**src/rtl/cache_pipe_stage_if.sv**
```systemverilog
`default_nettype none
// ============================================================================
// Module   : cache_pipe_stage_if
// Brief    : Handshake and field bundle between the tag-compare stage, the
//            cache_pipe_stage register and the data/tag-array update stage.
// Revision : 1.0 - initial release
// ============================================================================
interface cache_pipe_stage_if #(
    parameter int INDEX_WIDTH  = 6,
    parameter int OFFSET_WIDTH = 4,
    parameter int WORD_WIDTH   = 32,
    parameter int WAY_NUM      = 4
);
    localparam int c_BE_WIDTH = WORD_WIDTH / 8;

    logic                    flush;
    logic                    in_valid;
    logic                    in_ready;
    logic                    in_wr;
    logic [INDEX_WIDTH-1:0]  in_index;
    logic [OFFSET_WIDTH-1:0] in_offset;
    logic [WORD_WIDTH-1:0]   in_store_data;
    logic [c_BE_WIDTH-1:0]   in_byte_en;
    logic [WAY_NUM-1:0]      in_hit_en;
    logic [WAY_NUM-1:0]      in_replace_en;
    logic                    out_valid;
    logic                    out_ready;
    logic                    out_wr;
    logic [INDEX_WIDTH-1:0]  out_index;
    logic [OFFSET_WIDTH-1:0] out_offset;
    logic [WORD_WIDTH-1:0]   out_store_data;
    logic [c_BE_WIDTH-1:0]   out_byte_en;
    logic [WAY_NUM-1:0]      out_hit_en;
    logic [WAY_NUM-1:0]      out_replace_en;
    logic                    raw_hazard;
    logic                    err_onehot;

    // Environment side: drives requests and downstream ready.
    modport master (
        output flush, in_valid, in_wr, in_index, in_offset, in_store_data,
               in_byte_en, in_hit_en, in_replace_en, out_ready,
        input  in_ready, out_valid, out_wr, out_index, out_offset,
               out_store_data, out_byte_en, out_hit_en, out_replace_en,
               raw_hazard, err_onehot
    );

    // Pipeline-stage side.
    modport slave (
        input  flush, in_valid, in_wr, in_index, in_offset, in_store_data,
               in_byte_en, in_hit_en, in_replace_en, out_ready,
        output in_ready, out_valid, out_wr, out_index, out_offset,
               out_store_data, out_byte_en, out_hit_en, out_replace_en,
               raw_hazard, err_onehot
    );
endinterface
`default_nettype wire

```
**src/rtl/cache_pipe_stage.sv**
```systemverilog
`default_nettype none
// ============================================================================
// Module   : cache_pipe_stage
// Brief    : Elastic head/skid pipeline register between cache tag compare
//            and array update, with flush, load-after-store hazard flag and
//            sticky replace-vector error flag.
// Revision : 1.0 - initial release
// ============================================================================
module cache_pipe_stage #(
    parameter int INDEX_WIDTH  = 6,
    parameter int OFFSET_WIDTH = 4,
    parameter int WORD_WIDTH   = 32,
    parameter int WAY_NUM      = 4
) (
    input  wire                  clk,
    input  wire                  rst,
    cache_pipe_stage_if.slave    bus
);
    localparam int c_BE_WIDTH = WORD_WIDTH / 8;
    localparam int c_ENTRY_W  = 1 + INDEX_WIDTH + OFFSET_WIDTH + WORD_WIDTH
                              + c_BE_WIDTH + 2 * WAY_NUM;
    // Position of the index/offset fields just below the wr bit.
    localparam int c_IDX_MSB  = c_ENTRY_W - 2;
    localparam int c_OFF_MSB  = c_ENTRY_W - 2 - INDEX_WIDTH;
    localparam logic [WAY_NUM-1:0] c_WAY_ONE = {{(WAY_NUM-1){1'b0}}, 1'b1};

    logic                 r_h_valid;
    logic                 r_s_valid;
    logic [c_ENTRY_W-1:0] r_h_entry;
    logic [c_ENTRY_W-1:0] r_s_entry;
    logic                 r_err;

    logic                 w_accept;
    logic                 w_pop;
    logic                 w_bad_vec;
    logic                 w_h_match;
    logic                 w_s_match;
    logic [c_ENTRY_W-1:0] w_in_entry;

    assign w_in_entry = {bus.in_wr, bus.in_index, bus.in_offset, bus.in_store_data,
                         bus.in_byte_en, bus.in_hit_en, bus.in_replace_en};

    assign w_accept = bus.in_valid && !r_s_valid;
    assign w_pop    = r_h_valid && bus.out_ready;

    // More than one replace bit, or a replace request on a hit.
    assign w_bad_vec = ((bus.in_replace_en & (bus.in_replace_en - c_WAY_ONE)) != '0)
                     || ((|bus.in_hit_en) && (|bus.in_replace_en));

    always_ff @(posedge clk or posedge rst) begin
        if (rst) begin
            r_h_valid <= 1'b0;
            r_s_valid <= 1'b0;
            r_h_entry <= '0;
            r_s_entry <= '0;
            r_err     <= 1'b0;
        end else if (bus.flush) begin
            r_h_valid <= 1'b0;
            r_s_valid <= 1'b0;
        end else begin
            if (w_accept && w_bad_vec) begin
                r_err <= 1'b1;
            end
            if (!r_h_valid || w_pop) begin
                // in_ready is low whenever S holds data, so no accept collides here.
                if (r_s_valid) begin
                    r_h_entry <= r_s_entry;
                    r_h_valid <= 1'b1;
                    r_s_valid <= 1'b0;
                end else if (w_accept) begin
                    r_h_entry <= w_in_entry;
                    r_h_valid <= 1'b1;
                end else begin
                    r_h_valid <= 1'b0;
                end
            end else if (w_accept) begin
                r_s_entry <= w_in_entry;
                r_s_valid <= 1'b1;
            end
        end
    end

    assign w_h_match = r_h_valid && r_h_entry[c_ENTRY_W-1]
                    && (r_h_entry[c_IDX_MSB -: INDEX_WIDTH]  == bus.in_index)
                    && (r_h_entry[c_OFF_MSB -: OFFSET_WIDTH] == bus.in_offset);
    assign w_s_match = r_s_valid && r_s_entry[c_ENTRY_W-1]
                    && (r_s_entry[c_IDX_MSB -: INDEX_WIDTH]  == bus.in_index)
                    && (r_s_entry[c_OFF_MSB -: OFFSET_WIDTH] == bus.in_offset);

    assign bus.raw_hazard = bus.in_valid && !bus.in_wr && (w_h_match || w_s_match);
    assign bus.in_ready   = !r_s_valid;
    assign bus.out_valid  = r_h_valid;
    assign bus.err_onehot = r_err;
    assign {bus.out_wr, bus.out_index, bus.out_offset, bus.out_store_data,
            bus.out_byte_en, bus.out_hit_en, bus.out_replace_en} = r_h_entry;

endmodule
`default_nettype wire

```
**src/flat_wrapper.sv**
```systemverilog
// flat-port wrapper written by rule: the top's interface ports become plain ports
module cache_pipe_stage_flat 
#(
    parameter int INDEX_WIDTH  = 6,
    parameter int OFFSET_WIDTH = 4,
    parameter int WORD_WIDTH   = 32,
    parameter int WAY_NUM      = 4
)
  (clk, rst, bus_flush, bus_in_valid, bus_in_wr, bus_in_index, bus_in_offset, bus_in_store_data, bus_in_byte_en, bus_in_hit_en, bus_in_replace_en, bus_out_ready, bus_in_ready, bus_out_valid, bus_out_wr, bus_out_index, bus_out_offset, bus_out_store_data, bus_out_byte_en, bus_out_hit_en, bus_out_replace_en, bus_raw_hazard, bus_err_onehot);
  cache_pipe_stage_if #(.INDEX_WIDTH(INDEX_WIDTH), .OFFSET_WIDTH(OFFSET_WIDTH), .WORD_WIDTH(WORD_WIDTH), .WAY_NUM(WAY_NUM)) bus_i ();
  input  wire clk;
  input  wire rst;
  input wire logic [$bits(bus_i.flush)-1:0] bus_flush;
  input wire logic [$bits(bus_i.in_valid)-1:0] bus_in_valid;
  input wire logic [$bits(bus_i.in_wr)-1:0] bus_in_wr;
  input wire logic [$bits(bus_i.in_index)-1:0] bus_in_index;
  input wire logic [$bits(bus_i.in_offset)-1:0] bus_in_offset;
  input wire logic [$bits(bus_i.in_store_data)-1:0] bus_in_store_data;
  input wire logic [$bits(bus_i.in_byte_en)-1:0] bus_in_byte_en;
  input wire logic [$bits(bus_i.in_hit_en)-1:0] bus_in_hit_en;
  input wire logic [$bits(bus_i.in_replace_en)-1:0] bus_in_replace_en;
  input wire logic [$bits(bus_i.out_ready)-1:0] bus_out_ready;
  output wire logic [$bits(bus_i.in_ready)-1:0] bus_in_ready;
  output wire logic [$bits(bus_i.out_valid)-1:0] bus_out_valid;
  output wire logic [$bits(bus_i.out_wr)-1:0] bus_out_wr;
  output wire logic [$bits(bus_i.out_index)-1:0] bus_out_index;
  output wire logic [$bits(bus_i.out_offset)-1:0] bus_out_offset;
  output wire logic [$bits(bus_i.out_store_data)-1:0] bus_out_store_data;
  output wire logic [$bits(bus_i.out_byte_en)-1:0] bus_out_byte_en;
  output wire logic [$bits(bus_i.out_hit_en)-1:0] bus_out_hit_en;
  output wire logic [$bits(bus_i.out_replace_en)-1:0] bus_out_replace_en;
  output wire logic [$bits(bus_i.raw_hazard)-1:0] bus_raw_hazard;
  output wire logic [$bits(bus_i.err_onehot)-1:0] bus_err_onehot;
  assign bus_i.flush = bus_flush;
  assign bus_i.in_valid = bus_in_valid;
  assign bus_i.in_wr = bus_in_wr;
  assign bus_i.in_index = bus_in_index;
  assign bus_i.in_offset = bus_in_offset;
  assign bus_i.in_store_data = bus_in_store_data;
  assign bus_i.in_byte_en = bus_in_byte_en;
  assign bus_i.in_hit_en = bus_in_hit_en;
  assign bus_i.in_replace_en = bus_in_replace_en;
  assign bus_i.out_ready = bus_out_ready;
  assign bus_in_ready = bus_i.in_ready;
  assign bus_out_valid = bus_i.out_valid;
  assign bus_out_wr = bus_i.out_wr;
  assign bus_out_index = bus_i.out_index;
  assign bus_out_offset = bus_i.out_offset;
  assign bus_out_store_data = bus_i.out_store_data;
  assign bus_out_byte_en = bus_i.out_byte_en;
  assign bus_out_hit_en = bus_i.out_hit_en;
  assign bus_out_replace_en = bus_i.out_replace_en;
  assign bus_raw_hazard = bus_i.raw_hazard;
  assign bus_err_onehot = bus_i.err_onehot;
  cache_pipe_stage #(.INDEX_WIDTH(INDEX_WIDTH), .OFFSET_WIDTH(OFFSET_WIDTH), .WORD_WIDTH(WORD_WIDTH), .WAY_NUM(WAY_NUM)) u_core (.clk(clk), .rst(rst), .bus(bus_i));
endmodule
```
**config.mk**
```make
export PLATFORM = sky130hd
export DESIGN_NAME = cache_pipe_stage_flat
export DESIGN_NICKNAME = d
export VERILOG_FILES = /design/src/rtl/cache_pipe_stage_if.sv /design/src/rtl/cache_pipe_stage.sv /design/src/flat_wrapper.sv
export SDC_FILE = /design/constraint.sdc
export NUM_CORES = 1
export LEC_CHECK = 0
export CAP_MARGIN = 20
export CORE_UTILIZATION = 50
export DETAILED_ROUTE_END_ITERATION = 10
export PLACE_DENSITY = 0.88
export SLEW_MARGIN = 30
export SYNTH_ARGS = -nofsm -noshare
export SYNTH_HDL_FRONTEND = slang
export SYNTH_SLANG_ARGS = --single-unit
```
**constraint.sdc**
```tcl
create_clock -name clk -period 4.6 [get_ports clk]
set_input_delay 0.46 -clock clk [delete_from_list [all_inputs] [get_ports clk]]
set_output_delay 0.46 -clock clk [all_outputs]
set_load 0.1 [all_outputs]
```
==> flow_metrics.env <==
export IMPL_drive_gt1_frac=0.163
export IMPL_arrival_ns=2.90
export IMPL_ant_nets=0
export IMPL_drc=0
export IMPL_grt_pass1_vias=3714
export IMPL_r2r_cells=4
export IMPL_place_hpwl_um=7000
export IMPL_power_density_nw_per_um2=545
export IMPL_clock_skew_ns=0.00706
export IMPL_synth_area_um2=4930
export IMPL_setup_tns_ns=0
export IMPL_postCtsSetupBuffers=0
export IMPL_cpLargestDelayFamily="buffers and inverters"
export IMPL_cp_slowest_stage_delay_ns=0.83
export IMPL_clk_latency_ns=0.50
export IMPL_overflow=0
export IMPL_clk_pin_slew_ns=0.06
export IMPL_clock_path_buffers=2
export IMPL_ctsHoldBuffers=0
export IMPL_ios=119
export IMPL_synthToLayoutAreaGrowth_pct=37.4
export IMPL_die_height_um=101
export IMPL_nets=581
export IMPL_antenna_found_initial=0
export IMPL_gp_congestion=0.745
export IMPL_synth_fp_nets=463
export IMPL_portBuffers=118
export IMPL_die_area_um2=10300
export IMPL_cellLeakagePower_nw=2.74
export IMPL_start_util=0.524
export IMPL_ys_types=22
export IMPL_drv_slew=0
export IMPL_yosysWarnings=0
export IMPL_path_class="reg2out"
export IMPL_syn_area_per_cell_um2=12.2
export IMPL_drt_total_wl_um=10700
export IMPL_crit_path_start_kind="flip-flop"
export IMPL_cts_root_buf="clkbuf_8"
export IMPL_hold_violations=0
export IMPL_rsz0062_at_grt="no"
export IMPL_drtPass1Iterations=4
export IMPL_grt_max_degree=111
export IMPL_worst_hold_slack_ns=0.472
export IMPL_track_usage=0.222
export IMPL_cts_htree_levels=4
export IMPL_ys_seq_area_frac=0.573
export IMPL_num_vias=3485
export IMPL_die_w_um=101
export IMPL_peakVddDrop_v=0.000280
export IMPL_cp_max_fo=36
export IMPL_relSlewSlack=0.321
export IMPL_final_cell_mix="clkdlybuf4s50_1, dfrtp_1, nor2_1"
export IMPL_diodes=0
export IMPL_row_count=35
export IMPL_clock_sinks=113
export IMPL_period_share=0.730
export IMPL_worst_slew_pin_slew_ns=1.01
export IMPL_postSynthCellCount=403
export IMPL_grt_first_pass_wirelength_um=17300
export IMPL_via_per_inst=5.26
export IMPL_path_cells="buf_4 -> nand4b_1 -> nor3_1 -> nand3_1 -> o41ai_1 -> buf_4"
export IMPL_hold_class="in2async"
export IMPL_r2r_slack_ns=1.99
export IMPL_crit_buf_inv=2
export IMPL_end_kind="primary output"
export IMPL_cts_tree="built"
export IMPL_mostFrequentLayoutCell="clkdlybuf4s50_1"
export IMPL_drtIter0Drc=70
export IMPL_finalSetupViolCount=0
export IMPL_timing_rr_start="u_core.r_s_valid"
export IMPL_crit_top_cell="buf_4"
export IMPL_max_cap_viol_count=0
export IMPL_post_drt_wl_per_cell_um=16.1
export IMPL_clock_fmax_mhz=298
export IMPL_total_power_mw=3.70
export IMPL_r2r_end="u_core.r_s_entry[33]"
export IMPL_required_ns=4.14
export IMPL_cts_resized_gates=0
export IMPL_status="finished clean"
export IMPL_fin_crit_ns=3.36
export IMPL_cts_buffers_inserted=17
export IMPL_crit_path_top_delay_cell="dfrtp_4"
export IMPL_coreArea_um2=9420
export IMPL_synth_seq_cells=113
==> cells in the mapped netlist <==
cell type | n | area share
dfrtp_1 | 113 | 0.57
nor2_1 | 57 | 0.043
a21oi_1 | 56 | 0.057
mux2i_1 | 55 | 0.11
mux2_2 | 45 | 0.10
xor2_1 | 19 | 0.034
buf_2 | 17 | 0.017
mux2_1 | 10 | 0.023
clkbuf_1 | 7 | 0.0053
nor3_1 | 5 | 0.0051
nor4_1 | 4 | 0.0051
nand3_1 | 3 | 0.0030
inv_1 | 2 | 0.0015
nand4b_1 | 2 | 0.0036
a2111oi_1 | 1 | 0.0020
a2111oi_2 | 1 | 0.0030
a31o_1 | 1 | 0.0018
nand2b_1 | 1 | 0.0013
nor2b_1 | 1 | 0.0013
o41ai_1 | 1 | 0.0018
or4_4 | 1 | 0.0023
xnor2_1 | 1 | 0.0018
==> worst max-delay path by stage <==
| stage | depth (start not counted) | slack, ns | start | end |
|---|---|---|---|---|
| 2_1_floorplan | 4 | 0.13 | bus_in_offset[1] | bus_raw_hazard |
| 3_3_place_gp | 6 | 1.73 | u_core.r_s_valid | bus_raw_hazard |
| 3_5_place_dp | 6 | 1.71 | u_core.r_s_valid | bus_raw_hazard |
| 4_1_cts | 6 | 1.18 | u_core.r_s_valid | bus_raw_hazard |
| 5_1_grt | 6 | 1.06 | u_core.r_s_valid | bus_raw_hazard |
| 6_report | 6 | 1.24 | u_core.r_s_valid | bus_raw_hazard |
==> area by class of cell <==
type | instances | area (um^2)
Clock inverter | 11 | 114
Inverter | 2 | 10.0
Sequential cell | 113 | 2830
Tap cell | 129 | 161
Multi-Input combinational cell | 264 | 2000
Fill cell | 629 | 2640
Clock buffer | 20 | 445
Timing Repair Buffer | 123 | 1220
==> state kept, by name (all words and copies together) (netlist names) <==
register               cells
u_core.bus.out_valid       1
u_core.r_h_entry          55
u_core.bus.err_onehot      1
u_core.r_s_valid           1
u_core.r_s_entry          55
==> where the power goes <==
part | switching [mW] | internal [mW] | total, mW
logic | 0.802 | 0.342 | 1.14
registers | 0.130 | 1.20 | 1.33
clock network | 0.434 | 0.789 | 1.22
total | 1.37 | 2.33 | 3.70
==> routing by layer <==
layer  share of wire  track usage  routed length, um
met3           0.035       0.0566                368
met2            0.52        0.379               5520
met4           0.013       0.0836                138
met5               0            0                  0
met1            0.43        0.272               4630
==> cell families after synthesis <==
family                 Yosys count  share of synthesized area
AO/OA/AOI/OAI                   60                     0.0654
XOR/XNOR                        20                     0.0355
buffers and inverters           26                     0.0241
flip-flops                     113                      0.573
multiplexers                   110                      0.237
AND/OR/NAND/NOR                 74                     0.0649
==> metrics by stage <==
step	cells	cell area [um^2]	setup slack (ns)	utilization
6_report	662	6780	1.24	0.720
4_1_cts	662	6780	1.18	0.720
3_3_place_gp	631	6220	1.73	0.660
3_5_place_dp	631	6220	1.71	0.660
5_1_grt	662	6780	1.06	0.720
2_1_floorplan	403	4930	0.131	-
Power figures use the tool's default switching activity.
==> RTL change, RTL diff (same settings) <==
`INDEX_WIDTH` is set to 6 in 3 places; all go to 4.
--- a/src/rtl/cache_pipe_stage_if.sv
+++ b/src/rtl/cache_pipe_stage_if.sv
@@ -7,5 +7,5 @@
 // ============================================================================
 interface cache_pipe_stage_if #(
-    parameter int INDEX_WIDTH  = 6,
+    parameter int INDEX_WIDTH  = 4,
     parameter int OFFSET_WIDTH = 4,
     parameter int WORD_WIDTH   = 32,
--- a/src/rtl/cache_pipe_stage.sv
+++ b/src/rtl/cache_pipe_stage.sv
@@ -8,5 +8,5 @@
 // ============================================================================
 module cache_pipe_stage #(
-    parameter int INDEX_WIDTH  = 6,
+    parameter int INDEX_WIDTH  = 4,
     parameter int OFFSET_WIDTH = 4,
     parameter int WORD_WIDTH   = 32,
--- a/src/flat_wrapper.sv
+++ b/src/flat_wrapper.sv
@@ -2,5 +2,5 @@
 module cache_pipe_stage_flat 
 #(
-    parameter int INDEX_WIDTH  = 6,
+    parameter int INDEX_WIDTH  = 4,
     parameter int OFFSET_WIDTH = 4,
     parameter int WORD_WIDTH   = 32,
Interface: changed (resized bus_in_index and bus_out_index); port bits go from 119 to 115. No check against the original RTL was run, so the function may have changed too.
==> RTL change against the unedited design <==
Wire length decreased by 11%; setup slack improved by 0.37 ns; sequential cell count decreased by 4; area after synthesis decreased by 4.3%; global-route usage decreased by 2.1 points; critical path depth decreased by 4; final area decreased by 9.4%; fmax increased by 12%; via count decreased by 6.7%; first-iteration DRC count increased by 53%; power decreased by 20%; core utilization decreased by 5.2 points; hold slack improved by 0.016 ns; sequential share of layout area increased by 2.7 points; critical path type unchanged.
==> RTL change: results (changes against the unedited design) <==
M1 wire length - 4.35 mm (-6.1%)
Post-CTS Resized - 0 (unchanged)
Min-delay src - u_core.bus.err_onehot
Static Leak - 2.44 nW (-11%)
Hold endpoint - u_core.bus.err_onehot
Reg-to-reg startpoint - u_core.r_s_valid
Hold-critical path depth - 1
Worst R2R Path Depth - 4 (unchanged)
Largest registers - u_core.r_h_entry x53, u_core.r_s_entry x53
Dpl hpwl - 6.34 mm (-9.5%)
Root buffer cell - clkbuf_8
Global-route wire length before repair - 15.6 mm (-10%)
Maximum clock path buffer count - 2 (unchanged)
Yosys cell types - 24 (+9.1%)
DRT iter0 DRCs - 107 (+53%)
Vias per cell - 5.39 (+2.4%)
Initial antenna violation count - 0 (unchanged)
Worst VDD drop - 245 uV (-12%)
# fillers - 702 (+12%)
Synthesized Nets - 441 (-4.8%)
Layout cells sized above 1 - 15.4% (-0.88 points)
Num CTS Buffers - 9 (-8)
Drt first pass iters - 6 (+2)
N_diodes - 0 (unchanged)
Register area share after synthesis - 57.8% (+0.48 points)
Reg clk slew, reported paths - 0.09 ns (+0.03 ns)
Gr usage total - 20.1% (-2.1 points)
Worst min path class - flip-flop to flip-flop
Port Buf Inserts - 114 (-3.4%)
GP Congestion - 0.767 (+2.9%)
Top sig layer - met4
Setup bufs post-CTS - 0 (unchanged)
WL met3 - 414 um (+13%)
Largest net degree at the start of global routing - 107 (-3.6%)
Synth top area cells - dfrtp_1 (58%), mux2_2 (13%), mux2i_1 (11%)
Critical Path AT - 2.53 ns (-0.37 ns)
Final net count - 547 (-5.9%)
Drt wl/cell - 15.8 um (-1.8%)
Vias in the first global route - 3,251 (-12%)
CTS H-tree depth - 3 (-1)
R2r endpoint - u_core.r_s_entry[25]
Worst-path maximum fanout - 57 (+58%)
Post-synth top cells - dfrtp_1 (109), nor2_1 (55), a21oi_1 (54), mux2_2 (53), mux2i_1 (53)
Skew final - 0.0102 ns (+0.00315 ns)
Status - finished, final reports clean
Flop-to-flop setup slack - 1.85 ns (-0.14 ns)
Clk Latency, worst-skew pair - 0.35 ns (-0.15 ns)
Slew headroom - 32.9% (+0.78 points)
Fraction of registers with async set/reset - 100% (unchanged)
Met2 wire len - 4.63 mm (-16%)
Syn. warnings - 0 (unchanged)
==> RTL change: critical path, cell delays in order (launching register included) <==
cell	delay, ns
dfrtp_4	1.06
inv_1	0.10
clkdlybuf4s50_1	1.00
==> RTL change: how the worst max path moves through the flow <==
| stage | endpoint | slack (ns) | depth (start not counted) | start |
|---|---|---|---|---|
| final | bus_in_ready | 1.61 | 2 | u_core.r_s_valid |
| after CTS | bus_in_ready | 1.57 | 2 | u_core.r_s_valid |
| after global routing | bus_in_ready | 1.47 | 2 | u_core.r_s_valid |
| after floorplan | bus_raw_hazard | 0.89 | 4 | bus_in_index[0] |
| after global placement | u_core.r_s_entry[6] | 1.85 | 4 | u_core.r_s_valid |
| after detailed placement | u_core.r_s_entry[16] | 1.82 | 4 | u_core.r_s_valid |
==> RTL change: power breakdown <==
group          switching [mW]  internal [mW]  leakage [nW]
clock network           0.302          0.301        0.0945
registers               0.124           1.15          1.26
logic                   0.760          0.333          1.09
total                    1.19           1.79          2.44
==> RTL change: logic make-up (layout without fill, tap and decap cells) <==
group	count (synthesis)	count (layout)	share of synthesized area (%)
DFF	109	109	57.8
muxes	106	106	23.9
and+or+nand+nor	70	70	6.47
AOI/OAI and AO/OA	58	58	6.60
buffers and inverters	24	133	2.31
xor gates and xnor gates	16	16	2.97
==> RTL change: final cells by class <==
class / count / share of cell area, %
well taps: 111 / 2.26
flip-flops and latches: 109 / 44.5
multi-input cells: 250 / 30.8
repair buffers: 117 / 19.0
clock inverters: 4 / 1.22
clock buffers: 10 / 2.08
inverters: 2 / 0.204
==> RTL change: layer usage <==
layer / global-route usage, % / up-vias
met1: 27.2 / 1599
met5: 0 / -
met2: 32.9 / 89
met4: 7.24 / 0
li1: - / 1549
met3: 3.58 / 15
==> RTL change: stage by stage <==
step | std cells | hold slack, ns | power [mW] | instance area [sq um] | worst slack (ns)
floorplan | 383 | 0.479 | 2.09 | 4720 | 0.885
global placement | 589 | 0.460 | 2.36 | 5940 | 1.85
detailed placement | 589 | 0.462 | 2.39 | 5940 | 1.82
CTS | 603 | 0.492 | 3.00 | 6140 | 1.57
global route | 603 | 0.517 | 3.10 | 6140 | 1.47
finish | 603 | 0.488 | 2.97 | 6140 | 1.61
